### src/rtl/decode_issue_if.sv
// Handshake and payload bundle between the decode front end, the decode/issue
// stage and the issue consumer, plus the writeback, stack pointer and stall observation signals.
interface decode_issue_if #(
    parameter int XLEN   = 32,
    parameter int REG_AW = 5,
    parameter int CTRL_W = 16
);
    logic              in_valid;
    logic              in_ready;
    logic [XLEN-1:0]   in_pc;
    logic [31:0]       in_inst;
    logic [REG_AW-1:0] in_src0;
    logic [REG_AW-1:0] in_src1;
    logic              in_src0_en;
    logic              in_src1_en;
    logic [REG_AW-1:0] in_dst;
    logic              in_dst_en;
    logic [CTRL_W-1:0] in_ctrl;
    logic              flush;

    logic              out_valid;
    logic              out_ready;
    logic [XLEN-1:0]   out_pc;
    logic [31:0]       out_inst;
    logic [REG_AW-1:0] out_src0;
    logic [REG_AW-1:0] out_src1;
    logic [REG_AW-1:0] out_dst;
    logic              out_dst_en;
    logic [CTRL_W-1:0] out_ctrl;

    logic              wb_en;
    logic [REG_AW-1:0] wb_reg;
    logic              sp_we;
    logic [XLEN-1:0]   sp_in;
    logic [XLEN-1:0]   sp_out;
    logic [31:0]       stall_cnt;

    modport master (
        output in_valid, in_pc, in_inst, in_src0, in_src1, in_src0_en, in_src1_en,
               in_dst, in_dst_en, in_ctrl, flush, out_ready, wb_en, wb_reg, sp_we, sp_in,
        input  in_ready, out_valid, out_pc, out_inst, out_src0, out_src1, out_dst,
               out_dst_en, out_ctrl, sp_out, stall_cnt
    );

    modport slave (
        input  in_valid, in_pc, in_inst, in_src0, in_src1, in_src0_en, in_src1_en,
               in_dst, in_dst_en, in_ctrl, flush, out_ready, wb_en, wb_reg, sp_we, sp_in,
        output in_ready, out_valid, out_pc, out_inst, out_src0, out_src1, out_dst,
               out_dst_en, out_ctrl, sp_out, stall_cnt
    );
endinterface

### src/rtl/decode_issue_stage.sv
// Single-entry decode/issue register with a per-register pending scoreboard.
// Stalls on RAW/WAW hazards, supports flush, and tracks stack pointer and stall cycles.
module decode_issue_stage #(
    parameter int              XLEN      = 32,
    parameter int              REG_AW    = 5,
    parameter int              CTRL_W    = 16,
    parameter logic [XLEN-1:0] SP_RESET  = XLEN'(32'h0000_3000),
    parameter bit              BYPASS_WB = 1'b1,
    parameter bit              R0_ZERO   = 1'b0
) (
    input  logic          clk,
    input  logic          rst,
    decode_issue_if.slave bus
);
    localparam int NREG = 2 ** REG_AW;

    logic [NREG-1:0] pend;
    logic [NREG-1:0] pend_nxt;
    logic [NREG-1:0] busy;
    logic            hazard;
    logic            accept;
    logic            issue;
    logic            stall_inc;

    // A register is busy if it is still pending (unless being written back this
    // cycle with bypass enabled) or if it is the destination of the held instruction.
    always_comb begin
        busy = '0;
        for (int r = 0; r < NREG; r++) begin
            busy[r] = (pend[r] && !(BYPASS_WB && bus.wb_en && (bus.wb_reg == REG_AW'(r))))
                   || (bus.out_valid && bus.out_dst_en && (bus.out_dst == REG_AW'(r)));
        end
        if (R0_ZERO) begin
            busy[0] = 1'b0;
        end
    end

    assign hazard = (bus.in_src0_en && busy[bus.in_src0])
                 || (bus.in_src1_en && busy[bus.in_src1])
                 || (bus.in_dst_en  && busy[bus.in_dst]);

    assign bus.in_ready = !rst && !hazard && !bus.flush && (!bus.out_valid || bus.out_ready);
    assign accept       = bus.in_valid && bus.in_ready;
    assign issue        = bus.out_valid && bus.out_ready;
    assign stall_inc    = bus.in_valid && hazard && !bus.flush;

    // Set is applied after clear so an issuing write to a register wins over a
    // writeback to the same register in the same cycle.
    always_comb begin
        pend_nxt = pend;
        if (bus.wb_en) begin
            pend_nxt[bus.wb_reg] = 1'b0;
        end
        if (issue && bus.out_dst_en && !(R0_ZERO && (bus.out_dst == '0))) begin
            pend_nxt[bus.out_dst] = 1'b1;
        end
    end

    always_ff @(posedge clk) begin
        if (rst) begin
            bus.out_valid  <= 1'b0;
            bus.out_pc     <= '0;
            bus.out_inst   <= '0;
            bus.out_src0   <= '0;
            bus.out_src1   <= '0;
            bus.out_dst    <= '0;
            bus.out_dst_en <= 1'b0;
            bus.out_ctrl   <= '0;
            pend           <= '0;
            bus.sp_out     <= SP_RESET;
            bus.stall_cnt  <= '0;
        end else begin
            if (accept) begin
                bus.out_valid  <= 1'b1;
                bus.out_pc     <= bus.in_pc;
                bus.out_inst   <= bus.in_inst;
                bus.out_src0   <= bus.in_src0;
                bus.out_src1   <= bus.in_src1;
                bus.out_dst    <= bus.in_dst;
                bus.out_dst_en <= bus.in_dst_en;
                bus.out_ctrl   <= bus.in_ctrl;
            end else if (issue || bus.flush) begin
                bus.out_valid  <= 1'b0;
            end

            pend <= pend_nxt;

            if (bus.sp_we) begin
                bus.sp_out <= bus.sp_in;
            end

            if (stall_inc && (bus.stall_cnt != 32'hFFFF_FFFF)) begin
                bus.stall_cnt <= bus.stall_cnt + 32'd1;
            end
        end
    end
endmodule

### src/flat_wrapper.sv
// flat-port wrapper written by rule: the top's interface ports become plain ports
module decode_issue_stage_flat 
#(
    parameter int              XLEN      = 32,
    parameter int              REG_AW    = 5,
    parameter int              CTRL_W    = 16,
    parameter logic [XLEN-1:0] SP_RESET  = XLEN'(32'h0000_3000),
    parameter bit              BYPASS_WB = 1'b1,
    parameter bit              R0_ZERO   = 1'b0
)
  (clk, rst, bus_in_valid, bus_in_pc, bus_in_inst, bus_in_src0, bus_in_src1, bus_in_src0_en, bus_in_src1_en, bus_in_dst, bus_in_dst_en, bus_in_ctrl, bus_flush, bus_out_ready, bus_wb_en, bus_wb_reg, bus_sp_we, bus_sp_in, bus_in_ready, bus_out_valid, bus_out_pc, bus_out_inst, bus_out_src0, bus_out_src1, bus_out_dst, bus_out_dst_en, bus_out_ctrl, bus_sp_out, bus_stall_cnt);
  decode_issue_if #(.XLEN(XLEN), .REG_AW(REG_AW), .CTRL_W(CTRL_W)) bus_i ();
  input  logic clk;
  input  logic rst;
  input wire logic [$bits(bus_i.in_valid)-1:0] bus_in_valid;
  input wire logic [$bits(bus_i.in_pc)-1:0] bus_in_pc;
  input wire logic [$bits(bus_i.in_inst)-1:0] bus_in_inst;
  input wire logic [$bits(bus_i.in_src0)-1:0] bus_in_src0;
  input wire logic [$bits(bus_i.in_src1)-1:0] bus_in_src1;
  input wire logic [$bits(bus_i.in_src0_en)-1:0] bus_in_src0_en;
  input wire logic [$bits(bus_i.in_src1_en)-1:0] bus_in_src1_en;
  input wire logic [$bits(bus_i.in_dst)-1:0] bus_in_dst;
  input wire logic [$bits(bus_i.in_dst_en)-1:0] bus_in_dst_en;
  input wire logic [$bits(bus_i.in_ctrl)-1:0] bus_in_ctrl;
  input wire logic [$bits(bus_i.flush)-1:0] bus_flush;
  input wire logic [$bits(bus_i.out_ready)-1:0] bus_out_ready;
  input wire logic [$bits(bus_i.wb_en)-1:0] bus_wb_en;
  input wire logic [$bits(bus_i.wb_reg)-1:0] bus_wb_reg;
  input wire logic [$bits(bus_i.sp_we)-1:0] bus_sp_we;
  input wire logic [$bits(bus_i.sp_in)-1:0] bus_sp_in;
  output wire logic [$bits(bus_i.in_ready)-1:0] bus_in_ready;
  output wire logic [$bits(bus_i.out_valid)-1:0] bus_out_valid;
  output wire logic [$bits(bus_i.out_pc)-1:0] bus_out_pc;
  output wire logic [$bits(bus_i.out_inst)-1:0] bus_out_inst;
  output wire logic [$bits(bus_i.out_src0)-1:0] bus_out_src0;
  output wire logic [$bits(bus_i.out_src1)-1:0] bus_out_src1;
  output wire logic [$bits(bus_i.out_dst)-1:0] bus_out_dst;
  output wire logic [$bits(bus_i.out_dst_en)-1:0] bus_out_dst_en;
  output wire logic [$bits(bus_i.out_ctrl)-1:0] bus_out_ctrl;
  output wire logic [$bits(bus_i.sp_out)-1:0] bus_sp_out;
  output wire logic [$bits(bus_i.stall_cnt)-1:0] bus_stall_cnt;
  assign bus_i.in_valid = bus_in_valid;
  assign bus_i.in_pc = bus_in_pc;
  assign bus_i.in_inst = bus_in_inst;
  assign bus_i.in_src0 = bus_in_src0;
  assign bus_i.in_src1 = bus_in_src1;
  assign bus_i.in_src0_en = bus_in_src0_en;
  assign bus_i.in_src1_en = bus_in_src1_en;
  assign bus_i.in_dst = bus_in_dst;
  assign bus_i.in_dst_en = bus_in_dst_en;
  assign bus_i.in_ctrl = bus_in_ctrl;
  assign bus_i.flush = bus_flush;
  assign bus_i.out_ready = bus_out_ready;
  assign bus_i.wb_en = bus_wb_en;
  assign bus_i.wb_reg = bus_wb_reg;
  assign bus_i.sp_we = bus_sp_we;
  assign bus_i.sp_in = bus_sp_in;
  assign bus_in_ready = bus_i.in_ready;
  assign bus_out_valid = bus_i.out_valid;
  assign bus_out_pc = bus_i.out_pc;
  assign bus_out_inst = bus_i.out_inst;
  assign bus_out_src0 = bus_i.out_src0;
  assign bus_out_src1 = bus_i.out_src1;
  assign bus_out_dst = bus_i.out_dst;
  assign bus_out_dst_en = bus_i.out_dst_en;
  assign bus_out_ctrl = bus_i.out_ctrl;
  assign bus_sp_out = bus_i.sp_out;
  assign bus_stall_cnt = bus_i.stall_cnt;
  decode_issue_stage #(.XLEN(XLEN), .REG_AW(REG_AW), .CTRL_W(CTRL_W), .SP_RESET(SP_RESET), .BYPASS_WB(BYPASS_WB), .R0_ZERO(R0_ZERO)) u_core (.clk(clk), .rst(rst), .bus(bus_i));
endmodule
### config.mk
export PLATFORM = sky130hd
export DESIGN_NAME = decode_issue_stage_flat
export DESIGN_NICKNAME = d
export VERILOG_FILES = /design/src/rtl/decode_issue_if.sv /design/src/rtl/decode_issue_stage.sv /design/src/flat_wrapper.sv
export SDC_FILE = /design/constraint.sdc
export NUM_CORES = 1
export LEC_CHECK = 0
export ABC_AREA = 1
export CORE_UTILIZATION = 52
export CTS_CLUSTER_SIZE = 25
export DETAILED_ROUTE_END_ITERATION = 7
export PLACE_DENSITY = 0.87
export SYNTH_ARGS = -nofsm -noshare
export SYNTH_HDL_FRONTEND = slang
export SYNTH_SLANG_ARGS = --single-unit
### constraint.sdc
create_clock -name clk -period 5.8 [get_ports clk]
set_input_delay 0.58 -clock clk [delete_from_list [all_inputs] [get_ports clk]]
set_output_delay 0.58 -clock clk [all_outputs]
set_load 0.1 [all_outputs]
# Word level (Yosys, flattened, before mapping)
# Index checks and enable logic that the tools add are counted.
totals:
  ram_bits: 0
  ff_bits: 193
  word_cells: 285
  output_inout_bits: 162
  latchBits: 0
  memories: 0
  romBits: 0
  inputBits: 142
op_classes:
  n_lt_le_gt_ge: 7
  shift: 0
  muxes: 14
  n_div: 0
  bitwise: 3
  n_addsub: 1
  eq_ne: 63
  multipliers: 0
  reduce_logical: 186
op_table:
  columns: ["cell", "n"]
  rows:
  - ["$eq A5 B5 Y1 const B", 32]
  - ["$logic_and A1 B1 Y1", 111]
  - ["$eq A5 B4 Y1 const B", 16]
  - ["$mux W32", 2]
  - ["$eq A5 B3 Y1 const B", 8]
  - ["$logic_not A1 Y1", 36]
  - ["$logic_or A1 B1 Y1", 36]
  - ["$add A32 B1 Y32 const B", 1]
  - ["$and A32 B32 Y32", 1]
  - ["$ne A32 B32 Y1 const B", 1]
  - ["$not A32 Y32", 1]
  - ["$or A32 B32 Y32", 1]
  - ["$lt A5 B6 Y1 const B", 5]
  - ["$eq A5 B2 Y1 const B", 4]
  - ["$bmux W1 S5", 3]
  - ["$demux W1 S5", 2]
  - ["$eq A5 B1 Y1 const B", 2]
  - ["$ge A5 B1 Y1 const B", 2]
  - ["$logic_not A5 Y1", 2]
  - ["$mux W1", 7]
  - ["$reduce_bool A2 Y1", 1]

# Logic depth before layout (Yosys ltp)
logic_depth:
  ltp_word: 16
  depth_mapped: 20
  depth_no_buf: 18

# Least setup slack after synthesis
# OpenSTA, ideal clock, no wires.
synth_timing:
  path_kind: "register -> output"
  startpoint: "register u_core.bus.out_dst[3]"
  endpoint: "output bus_in_ready"
  t_arrival_ns: 2.889
  required_time_ns: 5.220
  path_stages_with_launch: 16
  path_slack_ns: 2.331
  path_buffers: 1
  path_cell_list: "dfxtp_1 > buf_2 > inv_1 > nand3_1 > nor2_1 > nand2_1 > nand3_1 > nand2_1 > nand2_1 > nand3_1 > nand2_1 > nand2_1 > nand3_1 > nand3_1 > nand4_1 > inv_1"
synth_via:
  elab_chain_len: 12
  word_cells_on_any_way: 111
  cone_classes: "eq/ne: 31; mux: 6; reduce/logical: 74"
synth_rtl:
  columns: ["item", "line", "source"]
  rows:
  - ["start, declared", "decode_issue_if.sv:48", "output in_ready, out_valid, out_pc, out_inst, out_src0, out_src1, out_dst,"]
  - ["start signal, assigned", "decode_issue_stage.sv:79", "bus.out_dst <= bus.in_dst;"]
  - ["$eq A5 B1 Y1 (tied with other cells)", "decode_issue_stage.sv:31", "|| (bus.out_valid && bus.out_dst_en && (bus.out_dst == REG_AW'(r)));"]
  - ["$logic_and A1 B1 Y1", "decode_issue_stage.sv:31", null]
  - ["$logic_or A1 B1 Y1", "decode_issue_stage.sv:31", null]
  - ["$bmux W1 S5, on equally long branches", "decode_issue_stage.sv:38, decode_issue_stage.sv:39", null]
  - ["$mux W1, on equally long branches", "decode_issue_stage.sv:38, decode_issue_stage.sv:39", null]
  - ["$logic_and A1 B1 Y1, on equally long branches", "decode_issue_stage.sv:38, decode_issue_stage.sv:39", null]
  - ["$logic_or A1 B1 Y1", "decode_issue_stage.sv:39", "|| (bus.in_src1_en && busy[bus.in_src1])"]
  - ["$logic_or A1 B1 Y1 *", "decode_issue_stage.sv:40", "|| (bus.in_dst_en && busy[bus.in_dst]);"]
  - ["$logic_not A1 Y1 *", "decode_issue_stage.sv:42", "assign bus.in_ready = !rst && !hazard && !bus.flush && (!bus.out_valid || bus.out_ready);"]
  - ["$logic_and A1 B1 Y1 * (3 in a row)", "decode_issue_stage.sv:42", null]
  - ["end, declared", "flat_wrapper.sv:31", "output wire logic [$bits(bus_i.in_ready)-1:0] bus_in_ready;"]
# Mark *: on every way between the ends. The rest lies on a longest branch, timed or not. The select of a mux whose other input is x is not followed.

# Worst setup path after layout
layout_timing:
  startpoint: "input bus_in_dst[0]"
  endpoint: "output bus_in_ready"
layout_via:
  elab_chain_len: 8
layout_rtl:
  columns: ["item", "line", "source"]
  rows:
  - ["start, declared", "flat_wrapper.sv:22", "input wire logic [$bits(bus_i.in_dst)-1:0] bus_in_dst;"]
  - ["$bmux W1 S5", "decode_issue_stage.sv:40", null]
  - ["$mux W1 (implied by the code)", "decode_issue_stage.sv:40", null]
  - ["$logic_and A1 B1 Y1", "decode_issue_stage.sv:40", null]
  - ["$logic_or A1 B1 Y1", "decode_issue_stage.sv:40", null]
  - ["$logic_not A1 Y1", "decode_issue_stage.sv:42", null]
  - ["$logic_and A1 B1 Y1 (3 in a row)", "decode_issue_stage.sv:42", null]
# No other way between the ends. The select of a mux whose other input is x is not followed.

==> Implementation_results.wiki <==
{| class="wikitable"
! Metric !! Value
|-
| FFs w/ async S/R, synth || 0
|-
| CP startpoint kind || input pin
|-
| Max H-tree Level || 4
|-
| Req. time, crit path || 5.22 ns
|-
| Portion of total power attributed to sequential cells || 0.404
|-
| Largest clock skew in the final design || 0.0145 ns
|-
| Post-route antenna net violation count || 0
|-
| Setup repair after global routing missed its margin || false
|-
| DIE AREA || 20200 sq um
|-
| Combinational share of power || 0.251
|-
| Compound-Gate Fraction of Synth Area || 0.0560
|-
| DR pass1 iterations || 6
|-
| Max Transition Viols Final || 0
|-
| HP Class || register to register
|-
| First-iteration detailed-routing DRC count || 1141
|-
| Dominant cell by count in the synthesized netlist || sky130_fd_sc_hd__nand2_1
|-
| CTS clk-pin slew, worst paths || 0.08 ns
|-
| Cell-internal power || 2.21 mW
|-
| Standard-cell row count || 50
|-
| Share of cells above drive strength 1 || 0.0298
|-
| Remaining DRCs || 0
|-
| Setup tns final || 0 ns
|-
| Clk root buf || sky130_fd_sc_hd__clkbuf_16
|-
| Cell Chain, Critical Path || clkdlybuf4s50_1 > clkinv_1 > nand3_1 > nand2_1 > nand2_1 > nand3_1 > nand2_1 > nand2_1 > nand3_1 > nand3_1 > nand4_1 > inv_1 > buf_4
|-
| Initial antenna violation count || 1
|-
| Hold violation count in the final report || 0
|-
| Leakage power figure || 5.81 nW
|-
| Max Clock Freq || 244 MHz
|-
| Prevailing post-synth register cell || sky130_fd_sc_hd__dfxtp_1
|-
| Final Setup Violations || 0
|-
| Placed instance count || 2106
|-
| Category of the worst setup path capture point || output pin
|-
| P_sw || 1.26 mW
|-
| Synthesized-area fraction occupied by xor and xnor cells || 0.0249
|-
| Total of max-cap violations || 0
|-
| I/O pin count || 304
|-
| Status || finished clean
|-
| CP max FO || 17
|-
| Synth top cells by count || sky130_fd_sc_hd__nand2_1, sky130_fd_sc_hd__nor2_1, sky130_fd_sc_hd__dfxtp_1
|-
| DR vias/cell || 5.56
|-
| Detailed placer's ending HPWL || 26000 microns
|-
| Share of cell area taken by muxes after synthesis || 0
|-
| Top cells by area, synth || sky130_fd_sc_hd__dfxtp_1, sky130_fd_sc_hd__nand2_1, sky130_fd_sc_hd__nor2_1
|-
| Cells after synthesis || 1633
|-
| Number of hold-repair buffers added at the cts stage || 0
|-
| Post-route clock period utilization || 0.707
|-
| Switching part of the total power || 0.363
|-
| Cell taking the most area after synthesis || sky130_fd_sc_hd__dfxtp_1
|-
| Main combinational cell family by area after synthesis || simple AND/OR/NAND/NOR gates
|-
| Area share of the largest cell type after synthesis || 0.378
|-
| Vertical extent of the die || 142 microns
|-
| Total gr overflow || 0
|-
| Cts bufs inserted || 17
|-
| Die width || 142 microns
|-
| Warnings from Yosys || 0
|-
| Part of the Yosys area used for sequential elements || 0.378
|-
| Overall Global Routing Usage || 0.360
|-
| Clock period minus final worst setup slack || 4.10 ns
|-
| Master of the slowest instance on the critical path || sky130_fd_sc_hd__clkdlybuf4s50_1
|-
| Area inside the core boundary || 19000 sq um
|-
| Maximum number of pins on one net before global-route repair || 98
|-
| First-pass GRT wire length || 57100 microns
|-
| Net Count, Synth || 1776
|-
| Largest buffer count on any clock path || 2
|-
| Crit Path Category || input pin to output pin
|-
| Family with the most delay on the worst path || buffers and inverters
|-
| Vias in the first global route || 11300
|-
| Clock network fraction of total power || 0.346
|-
| Initial core utilization || 0.539
|-
| CP Buf/Inv Count || 4
|-
| Routed WL || 36400 microns
|-
| Mapped cell area || 10200 sq um
|-
| Simple-gate portion of the synthesized area || 0.444
|-
| Transition time of the tightest slew-check pin || 1.31 ns
|-
| Synthesized area divided by synthesized cell count || 6.26 sq um
|-
| Post CTS Setup Buffer Count || 0
|-
| Synthesis-to-finish area growth || 35.7%
|-
| GPL Wtd Cong || 0.961
|-
| Endpoint arrival time on the critical path || 3.52 ns
|-
| Wire length per cell after detailed routing || 17.0 microns
|-
| Critical path's largest stage delay || 0.92 ns
|-
| Num Clock Sinks || 193
|-
| Net count of the finished layout || 2008
|-
| Via count || 11900
|-
| Distinct cell type count after synthesis || 23
|-
| Number of enable flip-flop cells after synthesis || 0
|-
| P per Cell Area || 250 nW/um^2
|-
| IR drop worst, VDD || 230 uV
|-
| TritonCTS clock tree || yes
|-
| Port Buf Inserts || 303
|-
| Skew-Pair Late Insertion Delay || 0.45 ns
|-
| Count of instances resized after the clock tree is built || 0
|-
| Worst max-slew margin expressed relative to the limit || 0.128
|-
| FF+latch count, synth || 193
|-
| Adder and majority gate portion of the synthesized area || 0.00122
|-
| Final Non-Filler Cells || 2139
|}
## worst min-delay path, cell delays in order, from the launching register on
cell	delay, ns
sky130_fd_sc_hd__dfxtp_1	0.34
sky130_fd_sc_hd__nand2_1	0.05
sky130_fd_sc_hd__nand3_1	0.05
## cells in the final DEF, fill, tap and decap left out, drive strengths merged
cell type	instances
nand3	168
buf	15
clkinvlp	1
diode	1
xor2	24
clkinv	14
nor2	328
o21ai	51
nand4	132
nor4	9
nor3	18
inv	143
xnor2	5
nand2	395
ha	1
clkdlybuf4s50	300
clkbuf	18
a21oi	62
dfxtp	193
a31oi	1
## worst paths after layout
path / startpoint / endpoint / slack (ns) / depth (start not counted)
setup / recovery: bus_in_dst[0] / bus_in_ready / 1.70 / 13
hold / removal: u_core.bus.sp_out[13] / u_core.bus.sp_out[13] / 0.47 / 2
setup reg to reg: u_core.bus.out_dst_en / u_core.bus.stall_cnt[7] / 2.27 / 15
hold reg to reg: u_core.bus.sp_out[13] / u_core.bus.sp_out[13] / 0.47 / 2
## state kept, by name (all words and copies together), names as in the netlist, 5 cells and up
signal and count:
u_core.bus.out_pc 32, u_core.bus.sp_out 32, u_core.bus.out_src0 5, u_core.pend 32, u_core.bus.stall_cnt 32, u_core.bus.out_inst 32
u_core.bus.out_src1 5, u_core.bus.out_ctrl 16, u_core.bus.out_dst 5
## metrics by stage
| step | instance area, sq um | setup WS [ns] | power, mW | utilization | hold slack (ns) |
|---|---|---|---|---|---|
| 2_1_floorplan | 10200 | 2.33 | 2.02 | - | 0.466 |
| 3_3_place_gp | 13300 | 1.72 | 2.28 | 0.700 | 0.438 |
| 3_5_place_dp | 13300 | 1.63 | 2.29 | 0.700 | 0.452 |
| 4_1_cts | 13900 | 1.81 | 3.47 | 0.731 | 0.471 |
| 5_1_grt | 13900 | 1.50 | 3.58 | 0.732 | 0.489 |
| 6_report | 13900 | 1.70 | 3.47 | 0.732 | 0.470 |
## power groups by stage
stage | Clock, mW | Sequential [mW] | Combinational (mW)
2_1_floorplan | 0 | 1.76 | 0.264
3_5_place_dp | 0 | 1.43 | 0.860
4_1_cts | 1.20 | 1.40 | 0.865
6_report | 1.20 | 1.40 | 0.870
3_3_place_gp | 0 | 1.43 | 0.854
5_1_grt | 1.26 | 1.41 | 0.916
## per-layer routing
layer  vias to the layer above  wire, microns  part of all wire  track usage
met2                       596          17700              0.49        0.607
met1                      5408          13700              0.38        0.408
met3                       141           2830             0.078       0.0882
met4                         0           2230             0.061        0.224
met5                         -              0                 0            0
li1                       5758              -                 -            -
## cell type report
| type | instances | area, sq um |
|---|---|---|
| flip-flops and latches | 193 | 3860 |
| clock inverters | 14 | 161 |
| diodes | 1 | 2.50 |
| multi-input cells | 1194 | 5400 |
| clock buffers | 18 | 439 |
| inverters | 144 | 542 |
| fillers | 1620 | 5090 |
| well taps | 260 | 325 |
| repair buffers | 315 | 3140 |
## logic make-up after synthesis
| family | Yosys count |
|---|---|
| and+or+nand+nor | 1050 |
| buffers and inverters | 246 |
| xor gates and xnor gates | 29 |
| AOI/OAI and AO/OA | 114 |
| adders and majority gates | 1 |
| DFF | 193 |
Note: power is estimated with default switching activity, not from simulation.
